==> src/rtl/csa_pkg.sv <==
// Shared helpers and the per-stage control record for the pipelined carry-skip adder.
package csa_pkg;

    localparam int DEF_WIDTH = 32;
    localparam int DEF_SEG   = 8;
    localparam int DEF_BLK   = 4;

    function automatic int nstg(input int width, input int seg);
        return width / seg;
    endfunction

    function automatic int nblk(input int seg, input int blk);
        return seg / blk;
    endfunction

    // Widths must tile exactly: WIDTH into segments, each segment into skip blocks.
    function automatic bit params_ok(input int width, input int seg, input int blk);
        return (width > 0) && (seg > 0) && (blk > 0) &&
               (width % seg == 0) && (seg % blk == 0);
    endfunction

    // Control half of a stage record; the operand and partial-sum words sit in
    // WIDTH-sized arrays beside it because they depend on the instance width.
    typedef struct packed {
        logic valid;
        logic carry;
        logic cMsb;
        logic sub;
    } stage_ctl_t;

endpackage

==> src/rtl/csa_segment.sv <==
// Combinational SEG-bit carry-skip chain: SEG/BLK ripple blocks, each with a group-propagate bypass.
module csa_segment
    import csa_pkg::*;
#(
    parameter int SEG = DEF_SEG,
    parameter int BLK = DEF_BLK
) (
    input  logic [SEG-1:0] a,
    input  logic [SEG-1:0] b,
    input  logic           ci,
    output logic [SEG-1:0] s,
    output logic           co,
    output logic           c_msb_in
);

    localparam int NBLK = nblk(SEG, BLK);

    if ((BLK <= 0) || (SEG % BLK != 0)) begin : g_bad_params
        $error("csa_segment: SEG must be a positive multiple of BLK");
    end

    logic carry;
    logic blkCin;
    logic blkP;

    // When every bit of a block propagates, its carry-out is the block carry-in,
    // so the long carry path can bypass the block's ripple.
    always_comb begin
        carry    = ci;
        s        = '0;
        c_msb_in = 1'b0;
        blkCin   = 1'b0;
        blkP     = 1'b0;
        for (int j = 0; j < NBLK; j++) begin
            blkCin = carry;
            blkP   = 1'b1;
            for (int i = 0; i < BLK; i++) begin
                blkP           = blkP & (a[j*BLK+i] ^ b[j*BLK+i]);
                s[j*BLK+i]     = a[j*BLK+i] ^ b[j*BLK+i] ^ carry;
                if (j*BLK+i == SEG-1) begin
                    c_msb_in = carry;
                end
                carry = (a[j*BLK+i] & b[j*BLK+i]) | (carry & (a[j*BLK+i] ^ b[j*BLK+i]));
            end
            carry = blkP ? blkCin : carry;
        end
        co = carry;
    end

endmodule

==> src/rtl/carry_skip_adder_pipe.sv <==
// Pipelined carry-skip adder, one SEG-bit segment per stage, valid/ready on both sides.
// Optional subtract mode is compiled in with the CSA_SUB_EN macro.
module carry_skip_adder_pipe
    import csa_pkg::*;
#(
    parameter int WIDTH = DEF_WIDTH,
    parameter int SEG   = DEF_SEG,
    parameter int BLK   = DEF_BLK
) (
    input  logic             clk,
    input  logic             rst,
    input  logic             in_valid,
    output logic             in_ready,
    input  logic [WIDTH-1:0] a,
    input  logic [WIDTH-1:0] b,
    input  logic             cin,
`ifdef CSA_SUB_EN
    input  logic             sub,
`endif
    output logic             out_valid,
    input  logic             out_ready,
    output logic [WIDTH-1:0] sum,
    output logic             cout,
    output logic             ovf
);

    localparam int NSTG = nstg(WIDTH, SEG);

    if (!params_ok(WIDTH, SEG, BLK)) begin : g_bad_params
        $error("carry_skip_adder_pipe: WIDTH must be a multiple of SEG and SEG a multiple of BLK");
    end

    stage_ctl_t       ctl_q   [NSTG];
    stage_ctl_t       ctl_d   [NSTG];
    stage_ctl_t       ctlIn   [NSTG];
    logic [WIDTH-1:0] a_q     [NSTG];
    logic [WIDTH-1:0] b_q     [NSTG];
    logic [WIDTH-1:0] sum_q   [NSTG];
    logic [WIDTH-1:0] sum_d   [NSTG];
    logic [WIDTH-1:0] aIn     [NSTG];
    logic [WIDTH-1:0] bIn     [NSTG];
    logic [WIDTH-1:0] sumIn   [NSTG];
    logic [SEG-1:0]   segB    [NSTG];
    logic [SEG-1:0]   segS    [NSTG];
    logic [NSTG-1:0]  segCo;
    logic [NSTG-1:0]  segCmsb;
    logic [NSTG:0]    ready;
    logic             rdy;
    logic             subIn;

`ifdef CSA_SUB_EN
    assign subIn = sub;
`else
    assign subIn = 1'b0;
`endif

    // Stage 0 takes the ports; later stages take the record registered one stage back.
    // Subtraction inverts B per segment, so the pending operand stays as presented.
    always_comb begin
        ctlIn[0].valid = in_valid;
        ctlIn[0].carry = subIn ? 1'b1 : cin;
        ctlIn[0].cMsb  = 1'b0;
        ctlIn[0].sub   = subIn;
        aIn[0]         = a;
        bIn[0]         = b;
        sumIn[0]       = '0;
        for (int k = 1; k < NSTG; k++) begin
            ctlIn[k] = ctl_q[k-1];
            aIn[k]   = a_q[k-1];
            bIn[k]   = b_q[k-1];
            sumIn[k] = sum_q[k-1];
        end
        for (int k = 0; k < NSTG; k++) begin
            segB[k] = ctlIn[k].sub ? ~bIn[k][k*SEG +: SEG] : bIn[k][k*SEG +: SEG];
        end
    end

    for (genvar g = 0; g < NSTG; g++) begin : g_seg
        csa_segment #(
            .SEG (SEG),
            .BLK (BLK)
        ) u_seg (
            .a        (aIn[g][g*SEG +: SEG]),
            .b        (segB[g]),
            .ci       (ctlIn[g].carry),
            .s        (segS[g]),
            .co       (segCo[g]),
            .c_msb_in (segCmsb[g])
        );
    end

    always_comb begin
        for (int k = 0; k < NSTG; k++) begin
            sum_d[k]                 = sumIn[k];
            sum_d[k][k*SEG +: SEG]   = segS[k];
            ctl_d[k]                 = ctlIn[k];
            ctl_d[k].carry           = segCo[k];
            ctl_d[k].cMsb            = segCmsb[k];
        end
    end

    // An empty stage is always ready, which lets bubbles collapse under a stalled output.
    always_comb begin
        ready       = '0;
        rdy         = out_ready;
        ready[NSTG] = out_ready;
        for (int k = NSTG - 1; k >= 0; k--) begin
            rdy      = !ctl_q[k].valid || rdy;
            ready[k] = rdy;
        end
    end

    always_ff @(posedge clk) begin
        if (rst) begin
            for (int k = 0; k < NSTG; k++) begin
                ctl_q[k] <= '0;
                a_q[k]   <= '0;
                b_q[k]   <= '0;
                sum_q[k] <= '0;
            end
        end else begin
            for (int k = 0; k < NSTG; k++) begin
                if (ready[k]) begin
                    if (ctlIn[k].valid) begin
                        ctl_q[k] <= ctl_d[k];
                        a_q[k]   <= aIn[k];
                        b_q[k]   <= bIn[k];
                        sum_q[k] <= sum_d[k];
                    end else begin
                        ctl_q[k].valid <= 1'b0;
                    end
                end
            end
        end
    end

    assign in_ready  = ready[0];
    assign out_valid = ctl_q[NSTG-1].valid;
    assign sum       = sum_q[NSTG-1];
    assign cout      = ctl_q[NSTG-1].carry;
    assign ovf       = ctl_q[NSTG-1].carry ^ ctl_q[NSTG-1].cMsb;

endmodule

==> config.mk <==
export PLATFORM = sky130hd
export DESIGN_NAME = carry_skip_adder_pipe
export DESIGN_NICKNAME = d
export VERILOG_FILES = /design/src/rtl/csa_pkg.sv /design/src/rtl/csa_segment.sv /design/src/rtl/carry_skip_adder_pipe.sv
export SDC_FILE = /design/constraint.sdc
export NUM_CORES = 1
export LEC_CHECK = 0
export CORE_ASPECT_RATIO = 1.2
export CORE_MARGIN = 5
export CORE_UTILIZATION = 50
export DETAILED_ROUTE_END_ITERATION = 8
export PLACE_DENSITY = 0.83
export SKIP_LAST_GASP = 1
export SLEW_MARGIN = 30
export SYNTH_ARGS = -nofsm -noshare
export SYNTH_HDL_FRONTEND = slang
export SYNTH_SLANG_ARGS = --single-unit
==> constraint.sdc <==
create_clock -name clk -period 3.65 [get_ports clk]
set_input_delay 0.365 -clock clk [delete_from_list [all_inputs] [get_ports clk]]
set_output_delay 0.365 -clock clk [all_outputs]
set_load 0.02 [all_outputs]
==> results of run 1 <==
[worst paths after layout]
kind                        to
setup reg to reg  ctl_q[0][14]
setup / recovery  ctl_q[0][14]
hold reg to reg    sum_q[2][0]
hold / removal     sum_q[2][0]
[cells in the final DEF, fill, tap and decap left out, types with 2 or more instances in the layout]
| cell type | Yosys | routed |
|---|---|---|
| sky130_fd_sc_hd__a21o_1 | 4 | 2 |
| sky130_fd_sc_hd__a21o_2 | 0 | 2 |
| sky130_fd_sc_hd__and2_1 | 72 | 72 |
| sky130_fd_sc_hd__and2_4 | 20 | 20 |
| sky130_fd_sc_hd__and3_1 | 76 | 75 |
| sky130_fd_sc_hd__buf_4 | 0 | 21 |
| sky130_fd_sc_hd__bufinv_16 | 0 | 5 |
| sky130_fd_sc_hd__clkbuf_16 | 0 | 17 |
| sky130_fd_sc_hd__clkdlybuf4s15_2 | 0 | 2 |
| sky130_fd_sc_hd__clkdlybuf4s50_1 | 0 | 100 |
| sky130_fd_sc_hd__clkinv_4 | 0 | 2 |
| sky130_fd_sc_hd__clkinvlp_4 | 0 | 2 |
| sky130_fd_sc_hd__edfxtp_1 | 185 | 185 |
| sky130_fd_sc_hd__fa_1 | 32 | 5 |
| sky130_fd_sc_hd__fa_2 | 0 | 27 |
| sky130_fd_sc_hd__ha_1 | 32 | 32 |
| sky130_fd_sc_hd__inv_1 | 32 | 17 |
| sky130_fd_sc_hd__inv_2 | 0 | 15 |
| sky130_fd_sc_hd__mux2_4 | 0 | 4 |
| sky130_fd_sc_hd__nand2_1 | 7 | 7 |
| sky130_fd_sc_hd__nand2b_1 | 4 | 3 |
| sky130_fd_sc_hd__nand3b_1 | 2 | 2 |
| sky130_fd_sc_hd__nand4_1 | 8 | 8 |
| sky130_fd_sc_hd__nor2_1 | 7 | 7 |
| sky130_fd_sc_hd__nor2b_1 | 3 | 3 |
| sky130_fd_sc_hd__o211a_1 | 4 | 4 |
| sky130_fd_sc_hd__or2_2 | 2 | 2 |
[cells by family (layout without fill, tap and decap cells)]
logic type,count (synthesis),after routing
AOI/OAI and AO/OA,9,9
xor gates and xnor gates,1,1
adders and majority gates,64,64
buffers and inverters,59,188
DFF,185,185
muxes,4,4
and+or+nand+nor,204,204
[cell type report]
cell class,instances,area share
Tap cell,212,0.02558
Clock buffer,18,0.04139
Inverter,32,0.01158
Sequential cell,185,0.5357
Timing Repair Buffer,126,0.1172
Multi-Input combinational cell,282,0.2493
Clock inverter,12,0.01931
[sequential cells by signal, indices dropped and copies added (netlist names)]
name	count
a_q	48
b_q	48
ctl_q	9
sum_q	80
[worst register-to-register path, stage by stage (launching register included)]
cell and delay, ps:
sky130_fd_sc_hd__edfxtp_1 400, sky130_fd_sc_hd__inv_1 90, sky130_fd_sc_hd__fa_1 160, sky130_fd_sc_hd__inv_1 50
sky130_fd_sc_hd__fa_2 340, sky130_fd_sc_hd__fa_2 380, sky130_fd_sc_hd__fa_2 330, sky130_fd_sc_hd__mux2_4 290
sky130_fd_sc_hd__fa_2 350, sky130_fd_sc_hd__fa_2 350, sky130_fd_sc_hd__inv_2 80, sky130_fd_sc_hd__fa_2 220
sky130_fd_sc_hd__inv_2 40, sky130_fd_sc_hd__fa_2 330, sky130_fd_sc_hd__nand2b_4 140, sky130_fd_sc_hd__o211a_1 130
[power groups by stage]
stage          Clock, mW  Sequential, mW  Combinational (mW)
2_1_floorplan          0            2.57               0.171
3_3_place_gp           0            2.56               0.349
3_5_place_dp           0            2.56               0.372
4_1_cts             1.98            2.52               0.384
5_1_grt             2.07            2.53               0.426
6_report            1.94            2.52               0.378
[stage by stage]
| step | setup TNS, ps | util | cell area, sq um |
|---|---|---|---|
| final | -874.7 | 0.6373 | 10370 |
| after global placement | -1786 | 0.5937 | 9661 |
| after CTS | -1008 | 0.6354 | 10340 |
| after floorplan | -67.67 | - | 8353 |
| after global routing | -1580 | 0.6373 | 10370 |
| after detailed placement | -2820 | 0.5937 | 9661 |
[metal layers]
layer,up-vias,global-route usage
li1,2072,-
met1,1960,0.1714
met2,125,0.2403
met3,15,0.04656
met4,0,0.05096
met5,-,0
[what timing repair did]
action                                  CTS  global route
endpoints found under the setup margin    8             9
pin swaps                                13             8
buffers inserted                          4             2
gates resized for setup                  32             5
==> impl_metrics.yaml, run 1 <==
outcome:
  outcome: "finished, violations left"
  failed_checks: "negative setup slack"
setup_path:
  cp_slowest_cell: "sky130_fd_sc_hd__edfxtp_1"
  worst-r2r-cell-count: 15
  critical-path-top-delay-family: "adder cells"
  end_kind: "register"
  cp.buffers_inverters: 4
  timing.critical_path.slowest_cell_delay_ps: 400
  worstSetupPathType: "reg2reg"
  cp-start-kind: "register"
  critical_path.max_fanout: 2
  crit-reg2reg-launch: "ctl_q[0][10]"
  worst_ep_required_time_ps: 3820
  critPathMostFrequentCell: "sky130_fd_sc_hd__fa_2"
  worstSetupPathDepth: 15
  cp-startpoint: "ctl_q[0][10]"
  timing.critical_path.cells: "inv_1 > fa_1 > inv_1 > fa_2 > fa_2 > fa_2 > mux2_4 > fa_2 > fa_2 > inv_2 > fa_2 > inv_2 > fa_2 > nand2b_4 > o211a_1"
  worst_path_arrival_ps: 4100
  r2r_setup_slack_ps: -280
timing:
  maxSlewHeadroom: 0.4627
  slew_violations: 0
  final_min_period_over_clock_period: 1.077
  hold-worst-slack_ps: 516.0
  rsz0062_at_grt: "true"
  fin_skew_ps: 8.947
  timing_hold_violations_final: 0
  setup_viol_count_final: 6
  setup_ws_ps: -281.5
  max_slew.worst_pin.slew_ps: 805.1
  timing.fmax_mhz: 254.4
  finalCriticalPeriod_ps: 3932
power_and_ir_drop:
  p_per_area_nw_per_um2: 466.6
  combinationalPowerShare: 0.078
  total_power_mw: 4.839
  cell_internal_pwr_mw: 3.875
  share_clk_of_total_power: 0.401
  swShare: 0.1992
  pwr-share-seq: 0.521
  power.leakage_nw: 4.398
  vdd_ir_drop_max_uv: 366.7
  power.switching_uw: 963.8
routing:
  drt_pre_antenna_iters: 4
  ant_nets: 0
  vias: 4172
  drc: 0
  post_drt_wl_per_cell_microns: 14.62
  post_drt_via_cell_ratio: 4.812
  detail_route.iter0.violations: 210
  routed-wl-met2_microns: 6490
  wl_met3_microns: 805
  postRouteWirelength_microns: 12680
  detail_route.wirelength.met1_microns: 5173
  topRoutingLayerUsed: "met4"
logic_synthesis:
  synthesis.area_sq_um: 8297
  synth.most_common_cell: "sky130_fd_sc_hd__edfxtp_1"
  synthCells: 526
  synth_xor_xnor_area_share: 0.001056
  ys_top_cells_by_count: "sky130_fd_sc_hd__edfxtp_1, sky130_fd_sc_hd__and3_1, sky130_fd_sc_hd__and2_1"
  synth_flop_cell: "sky130_fd_sc_hd__edfxtp_1"
  ys_async_sr_fraction: 0
  yosysTopAreaCellShare: 0.6696
  post_synth_fa_ha_maj_area_fraction: 0.1255
  synth_enable_flop_cells: 185
  dominant_combinational_cell_family_by_area_after_synthesis: "simple AND/OR/NAND/NOR gates"
  synth.yosys.warnings: 0
  synthesis.area_per_instance_sq_um: 15.77
  compound_gate_portion_of_the_synthesized_area: 0.01041
  synthDistinctLibCells: 26
  synthSimpleGateAreaFrac: 0.1574
  post_synth_mux_area_share: 0.005429
  dominant_cells_by_area_after_synthesis: "sky130_fd_sc_hd__edfxtp_1, sky130_fd_sc_hd__fa_1, sky130_fd_sc_hd__and3_1"
  synth_area_leader_cell: "sky130_fd_sc_hd__edfxtp_1"
  mappedNetlistNets: 659
  synth.yosys.seq_area_share: 0.6696
  synth-seq-cells: 185
place:
  place_inst: 831
  place.port_buffers: 104
  rd_place_congestion: 0.7368
  hpwl_microns: 9153
  pre_cts_ws_ps: -653.4
global_route:
  grt_start_max_net_pins: 58
  global_route.overflow_total: 0
  overall_routing_resource_usage: 0.1420
  number_of_antenna_violations_at_the_first_check_in_global_routing: 0
  first_global_vias: 4382
  grt_pass1_wl_microns: 21180
layout:
  layout-drive-gt1-share: 0.1954
  area_growth_syn_to_layout_pct: 24.99
  fin_cells: 867
  sequential_cell_area_sq_um: 5555
  multi_input_comb_area_sq_um: 2585
  antenna-diode-count: 0
  fin_nets: 777
  fillers: 1136
cts:
  clock_tree_from_tritoncts: "done"
  clk_pin_slew_worst_paths_ps: 60
  numCtsBuffers: 17
  ctsRootBufferMaster: "sky130_fd_sc_hd__clkbuf_16"
  clkSinkCount: 185
  cts_max_path_buffers: 2
  clock_tree.htree_level_count: 4
  hold_buffers: 0
  clock_latency_reported_for_the_late_side_of_the_worst_skew_pair_ps: 420
hold_path:
  hold_path.startpoint: "sum_q[1][0]"
  min_delay_path_depth: 1
  hold_path.class: "reg2reg"
die:
  start_util: 0.5099
  core_sq_um: 16270
  die_h_microns: 151.1
  placement_rows: 51
  num_io_pins: 105
  fp.dieW_microns: 127.6
  die_area_sq_um: 19280
run:
  drv_cap: 0
(Power assumes the default switching activity.)
==> inputs of run 2 (changes only) <==
--- a/config.mk
+++ b/config.mk
@@ -7,9 +7,11 @@
 export LEC_CHECK = 0
 export CORE_ASPECT_RATIO = 1.2
 export CORE_MARGIN = 5
-export CORE_UTILIZATION = 50
+export CORE_UTILIZATION = 55
 export DETAILED_ROUTE_END_ITERATION = 8
-export PLACE_DENSITY = 0.83
+export DONT_BUFFER_PORTS = 1
+export MAX_ROUTING_LAYER = met4
+export PLACE_DENSITY = 0.8
 export SKIP_LAST_GASP = 1
 export SLEW_MARGIN = 30
 export SYNTH_ARGS = -nofsm -noshare
==> impl_metrics.yaml, run 2 (same netlist as run 1, synthesis figures left out) <==
outcome:
  outcome: "finished, violations left"
  failed_checks: "negative setup slack"
routing:
  drt_pre_antenna_iters: 4
  postRouteWirelength_microns: 11840
  detail_route.iter0.violations: 230
  drc: 0
  post_drt_via_cell_ratio: 5.032
  ant_nets: 0
  vias: 3814
  post_drt_wl_per_cell_microns: 15.62
layout:
  registers.top_by_ff_count: "sum_q"
  fin_nets: 674
  fillers: 1016
  multi_input_comb_area_sq_um: 2572
  mostFrequentLayoutCells: "sky130_fd_sc_hd__edfxtp_1, sky130_fd_sc_hd__and3_1, sky130_fd_sc_hd__and2_1, sky130_fd_sc_hd__ha_1, sky130_fd_sc_hd__fa_2"
  most_common_library_cell_in_the_layout_ignoring_fill_and_taps: "sky130_fd_sc_hd__edfxtp_1"
  sequential_cell_area_sq_um: 5555
  layout-drive-gt1-share: 0.2148
  largestRegisters: "sum_q: 80 flops, a_q: 48 flops, b_q: 48 flops"
  flip_flop_count_of_the_largest_register_after_layout: 80
  area_growth_syn_to_layout_pct: 11.87
  antenna-diode-count: 0
die:
  die_h_microns: 144.5
  fp.dieW_microns: 122.1
  core_sq_um: 14900
  die_area_sq_um: 17650
  placement_rows: 49
  start_util: 0.5569
  num_io_pins: 105
setup_path:
  worst_path_arrival_ps: 4080
  critical-path-top-delay-family: "adder cells"
  worstSetupPathType: "reg2reg"
  cp.buffers_inverters: 4
  worst_ep_required_time_ps: 3820
  cp_slowest_cell: "sky130_fd_sc_hd__edfxtp_1"
  timing.critical_path.cells: "inv_2 > fa_2 > inv_2 > fa_2 > fa_2 > fa_2 > mux2_4 > fa_2 > fa_2 > inv_2 > fa_2 > inv_2 > fa_1 > nand2b_1 > o211a_1"
  end_kind: "register"
  timing.critical_path.slowest_cell_delay_ps: 410
  critPathMostFrequentCell: "sky130_fd_sc_hd__fa_2"
  critical_path.max_fanout: 2
  cp-start-kind: "register"
timing:
  fin_skew_ps: 7.465
  finalCriticalPeriod_ps: 3919
  max_slew.worst_pin.slew_ps: 788.1
  maxSlewHeadroom: 0.4746
  setup_ws_ps: -269.1
  slew_violations: 0
  final_min_period_over_clock_period: 1.074
  timing.fmax_mhz: 255.2
  rsz0062_at_grt: "true"
  setup_viol_count_final: 6
  timing_hold_violations_final: 0
place:
  hpwl_microns: 8525
  rd_place_congestion: 0.8271
  pre_cts_ws_ps: -242.0
  place.port_buffers: 0
global_route:
  global_route.overflow_total: 0
  first_global_vias: 4081
  grt_pass1_wl_microns: 20010
  number_of_antenna_violations_at_the_first_check_in_global_routing: 0
  overall_routing_resource_usage: 0.1506
  grt_start_max_net_pins: 59
cts:
  clock_latency_reported_for_the_late_side_of_the_worst_skew_pair_ps: 420
  clk_pin_slew_worst_paths_ps: 60
  clkSinkCount: 185
  ctsRootBufferMaster: "sky130_fd_sc_hd__clkbuf_16"
  clock_tree.htree_level_count: 4
  cts_max_path_buffers: 2
  clock_tree_from_tritoncts: "done"
  numCtsBuffers: 17
power_and_ir_drop:
  power.leakage_nw: 3.986
  total_power_mw: 4.584
  vdd_ir_drop_max_uv: 251.7
  p_per_area_nw_per_um2: 493.8
run:
  drv_cap: 0
hold_path:
  hold_path.class: "in2reg"
## run 2: cell types whose count changed in the layout (fill, tap and decap cells not counted), moves of 2 or more
cell,delta
sky130_fd_sc_hd__bufinv_16,-2
sky130_fd_sc_hd__clkdlybuf4s15_2,-2
sky130_fd_sc_hd__clkdlybuf4s50_1,-100
sky130_fd_sc_hd__clkinv_1,+2
sky130_fd_sc_hd__inv_1,+3
sky130_fd_sc_hd__inv_2,-3
## run 2: stage by stage
step	utilization	cell area, sq um	hold slack [ps]	cells	TNS (ps)
6_report	0.6230	9281	140.3	758	-752.9
5_1_grt	0.6230	9281	123.8	758	-1519
4_1_cts	0.6190	9223	123.9	754	-792.1
3_5_place_dp	0.5760	8582	504.8	717	-1249
3_3_place_gp	0.5760	8582	505.3	717	-551.1
2_1_floorplan	-	8353	496.7	526	-67.67
## run 2: final timing paths
path,startpoint,to,slack [ps],cells after the start
max reg2reg,a_q[0][88],ctl_q[0][14],-270,15
min,a[11],a_q[0][11],140,1
min reg2reg,a_q[0][56],a_q[0][88],520,1
max,a_q[0][88],ctl_q[0][14],-270,15
## run 2: layer usage
| layer | share of wire | wire length, microns | global-route usage | vias up |
|---|---|---|---|---|
| met5 | 0 | 0 | - | - |
| met4 | 0.016 | 191 | 0.06014 | 0 |
| met3 | 0.050 | 587 | 0.04108 | 16 |
| met2 | 0.48 | 5729 | 0.2293 | 107 |
| met1 | 0.45 | 5331 | 0.1948 | 1820 |
| li1 | - | - | - | 1871 |
## run 2: area by class of cell
| class | instances | area share |
|---|---|---|
| multi-input combinational | 282 | 0.2772 |
| clock buffer | 19 | 0.04664 |
| timing repair buffer | 23 | 0.02076 |
| tap | 204 | 0.02750 |
| clock inverter | 13 | 0.01645 |
| sequential | 185 | 0.5985 |
| inverter | 32 | 0.01294 |
## run 2: repair_timing
| item | CTS | global route |
|---|---|---|
| buffers inserted | 5 | 3 |
| gates resized for setup | 14 | 5 |
| gates cloned | 0 | 0 |
| endpoints found under the setup margin | 6 | 6 |
| hold buffers | 0 | 0 |
| pin swaps | 0 | 2 |
## run 2: report_power, final
group	switching [mW]	internal (mW)	leakage [nW]
registers	0.0762	2.47	2.01
clock network	0.723	1.07	0.280
logic	0.131	0.111	1.70
==> inputs of run 3 (changes only) <==
--- a/config.mk
+++ b/config.mk
@@ -13,7 +13,6 @@
 export MAX_ROUTING_LAYER = met4
 export PLACE_DENSITY = 0.8
 export SKIP_LAST_GASP = 1
-export SLEW_MARGIN = 30
 export SYNTH_ARGS = -nofsm -noshare
 export SYNTH_HDL_FRONTEND = slang
 export SYNTH_SLANG_ARGS = --single-unit
==> impl_metrics.yaml, run 3 (same netlist as run 1, synthesis figures left out) <==
global_route:
  grt_start_max_net_pins: 59
  met2_track_demand_over_resource: 0.2293
  globalRoute.busiestLayer: "met2"
  number_of_antenna_violations_at_the_first_check_in_global_routing: 0
  first_global_vias: 4081
  grt_pass1_wl_microns: 20010
  global_route.overflow_total: 0
  groute.layer.met1.usage: 0.1948
  grtUsageMet3: 0.04108
  overall_routing_resource_usage: 0.1506
cts:
  clk_pin_slew_worst_paths_ps: 60
  clock_tree.htree_level_count: 4
  cts_max_path_buffers: 2
  hold_buffers: 0
  ctsRootBufferMaster: "sky130_fd_sc_hd__clkbuf_16"
  numCtsBuffers: 17
  clock_latency_reported_for_the_late_side_of_the_worst_skew_pair_ps: 420
  clkSinkCount: 185
  clock_tree_from_tritoncts: "done"
setup_path:
  cp-startpoint: "a_q[0][88]"
  cp-start-kind: "register"
  critical_path.max_fanout: 2
  crit-reg2reg-launch: "a_q[0][88]"
  r2r_setup_slack_ps: -270
  worst_path_arrival_ps: 4090
  end_kind: "register"
  worstSetupPathType: "reg2reg"
  worst_ep_required_time_ps: 3820
timing:
  timing.fmax_mhz: 255.2
  final_min_period_over_clock_period: 1.074
  maxSlewHeadroom: 0.2771
  fin_skew_ps: 7.502
  hold-worst-slack_ps: 136.4
  finalCriticalPeriod_ps: 3919
  setup_ws_ps: -269.2
  setup_viol_count_final: 6
  max_slew.worst_pin.slew_ps: 1082
  setup_total_negative_slack_ps: -753.4
  rsz0062_at_grt: "true"
  timing_hold_violations_final: 0
  slew_violations: 0
power_and_ir_drop:
  vdd_ir_drop_max_uv: 253.8
  power.leakage_nw: 3.973
  p_per_area_nw_per_um2: 495.4
  total_power_mw: 4.581
layout:
  layout-drive-gt1-share: 0.2134
  largestRegisters: "sum_q: 80 flops, a_q: 48 flops, b_q: 48 flops"
  area_growth_syn_to_layout_pct: 11.46
  registers.top_by_ff_count: "sum_q"
  antenna-diode-count: 0
  mostFrequentLayoutCells: "sky130_fd_sc_hd__edfxtp_1, sky130_fd_sc_hd__and3_1, sky130_fd_sc_hd__and2_1, sky130_fd_sc_hd__ha_1, sky130_fd_sc_hd__fa_2"
  final_cell_area_sq_um: 9248
  most_common_library_cell_in_the_layout_ignoring_fill_and_taps: "sky130_fd_sc_hd__edfxtp_1"
  fin_nets: 673
  flip_flop_count_of_the_largest_register_after_layout: 80
hold_path:
  hold_path.startpoint: "a[11]"
  hold_path.class: "in2reg"
die:
  die_area_sq_um: 17650
  fp.dieW_microns: 122.1
  die_h_microns: 144.5
  num_io_pins: 105
  core_sq_um: 14900
  start_util: 0.5569
  placement_rows: 49
routing:
  postRouteWirelength_microns: 11860
  post_drt_wl_per_cell_microns: 15.67
  drt_pre_antenna_iters: 4
  detail_route.iter0.violations: 219
  drc: 0
  ant_nets: 0
  post_drt_via_cell_ratio: 5.052
  vias: 3824
place:
  rd_place_congestion: 0.8271
  place.port_buffers: 0
  hpwl_microns: 8525
  placed_cell_area_sq_um: 8582
outcome:
  failed_checks: "negative setup slack"
  outcome: "finished, violations left"
run:
  drv_cap: 0
==> run 3: path summary, 6_finish.rpt <==
kind,end,cells after the start
hold reg to reg,a_q[0][88],1
setup reg to reg,ctl_q[0][14],15
setup / recovery,ctl_q[0][14],15
hold / removal,a_q[0][11],1
==> run 3: through the flow <==
stage	worst slack [ps]	utilization	instances
5_1_grt	-390.6	0.6207	757
3_3_place_gp	-119.4	0.5760	717
2_1_floorplan	-40.84	-	526
3_5_place_dp	-242.0	0.5760	717
4_1_cts	-264.7	0.6190	754
6_report	-269.2	0.6207	757
==> run 3: final cells by class <==
cell class | count | area (sq um)
tap | 204 | 255.2
sequential | 185 | 5555
multi-input combinational | 282 | 2566
fill | 1021 | 5650
inverter | 32 | 120.1
clock inverter | 13 | 152.6
timing repair buffer | 22 | 165.2
clock buffer | 19 | 432.9
==> run 3: power by group <==
part / switching [mW] / leakage, nW / internal, mW
Sequential: 0.0761 / 2.01 / 2.47
Clock: 0.725 / 0.280 / 1.07
Combinational: 0.131 / 1.69 / 0.107
Total: 0.932 / 3.97 / 3.65
==> run 3: metal layers <==
metal	vias to the layer above	part of all wire
met1	1827	0.45
met3	19	0.054
met4	0	0.017
li1	1866	-
met5	-	0
met2	112	0.48
==> run 3: critical path, cell delays in order, from the launching register on <==
cell and delay [ps]:
sky130_fd_sc_hd__edfxtp_1 410, sky130_fd_sc_hd__inv_2 80, sky130_fd_sc_hd__fa_2 200, sky130_fd_sc_hd__inv_2 40, sky130_fd_sc_hd__fa_2 340, sky130_fd_sc_hd__fa_2 350
sky130_fd_sc_hd__fa_2 340, sky130_fd_sc_hd__mux2_4 280, sky130_fd_sc_hd__fa_2 350, sky130_fd_sc_hd__fa_2 360, sky130_fd_sc_hd__inv_2 70, sky130_fd_sc_hd__fa_2 200
sky130_fd_sc_hd__inv_2 40, sky130_fd_sc_hd__fa_1 350, sky130_fd_sc_hd__nand2b_1 150, sky130_fd_sc_hd__o211a_1 120
==> run 3: what timing repair did <==
| action | CTS | global route |
|---|---|---|
| pin swaps | 0 | 2 |
| setup endpoints to repair | 6 | 6 |
| setup buffers | 5 | 3 |
| gates resized for setup | 14 | 5 |
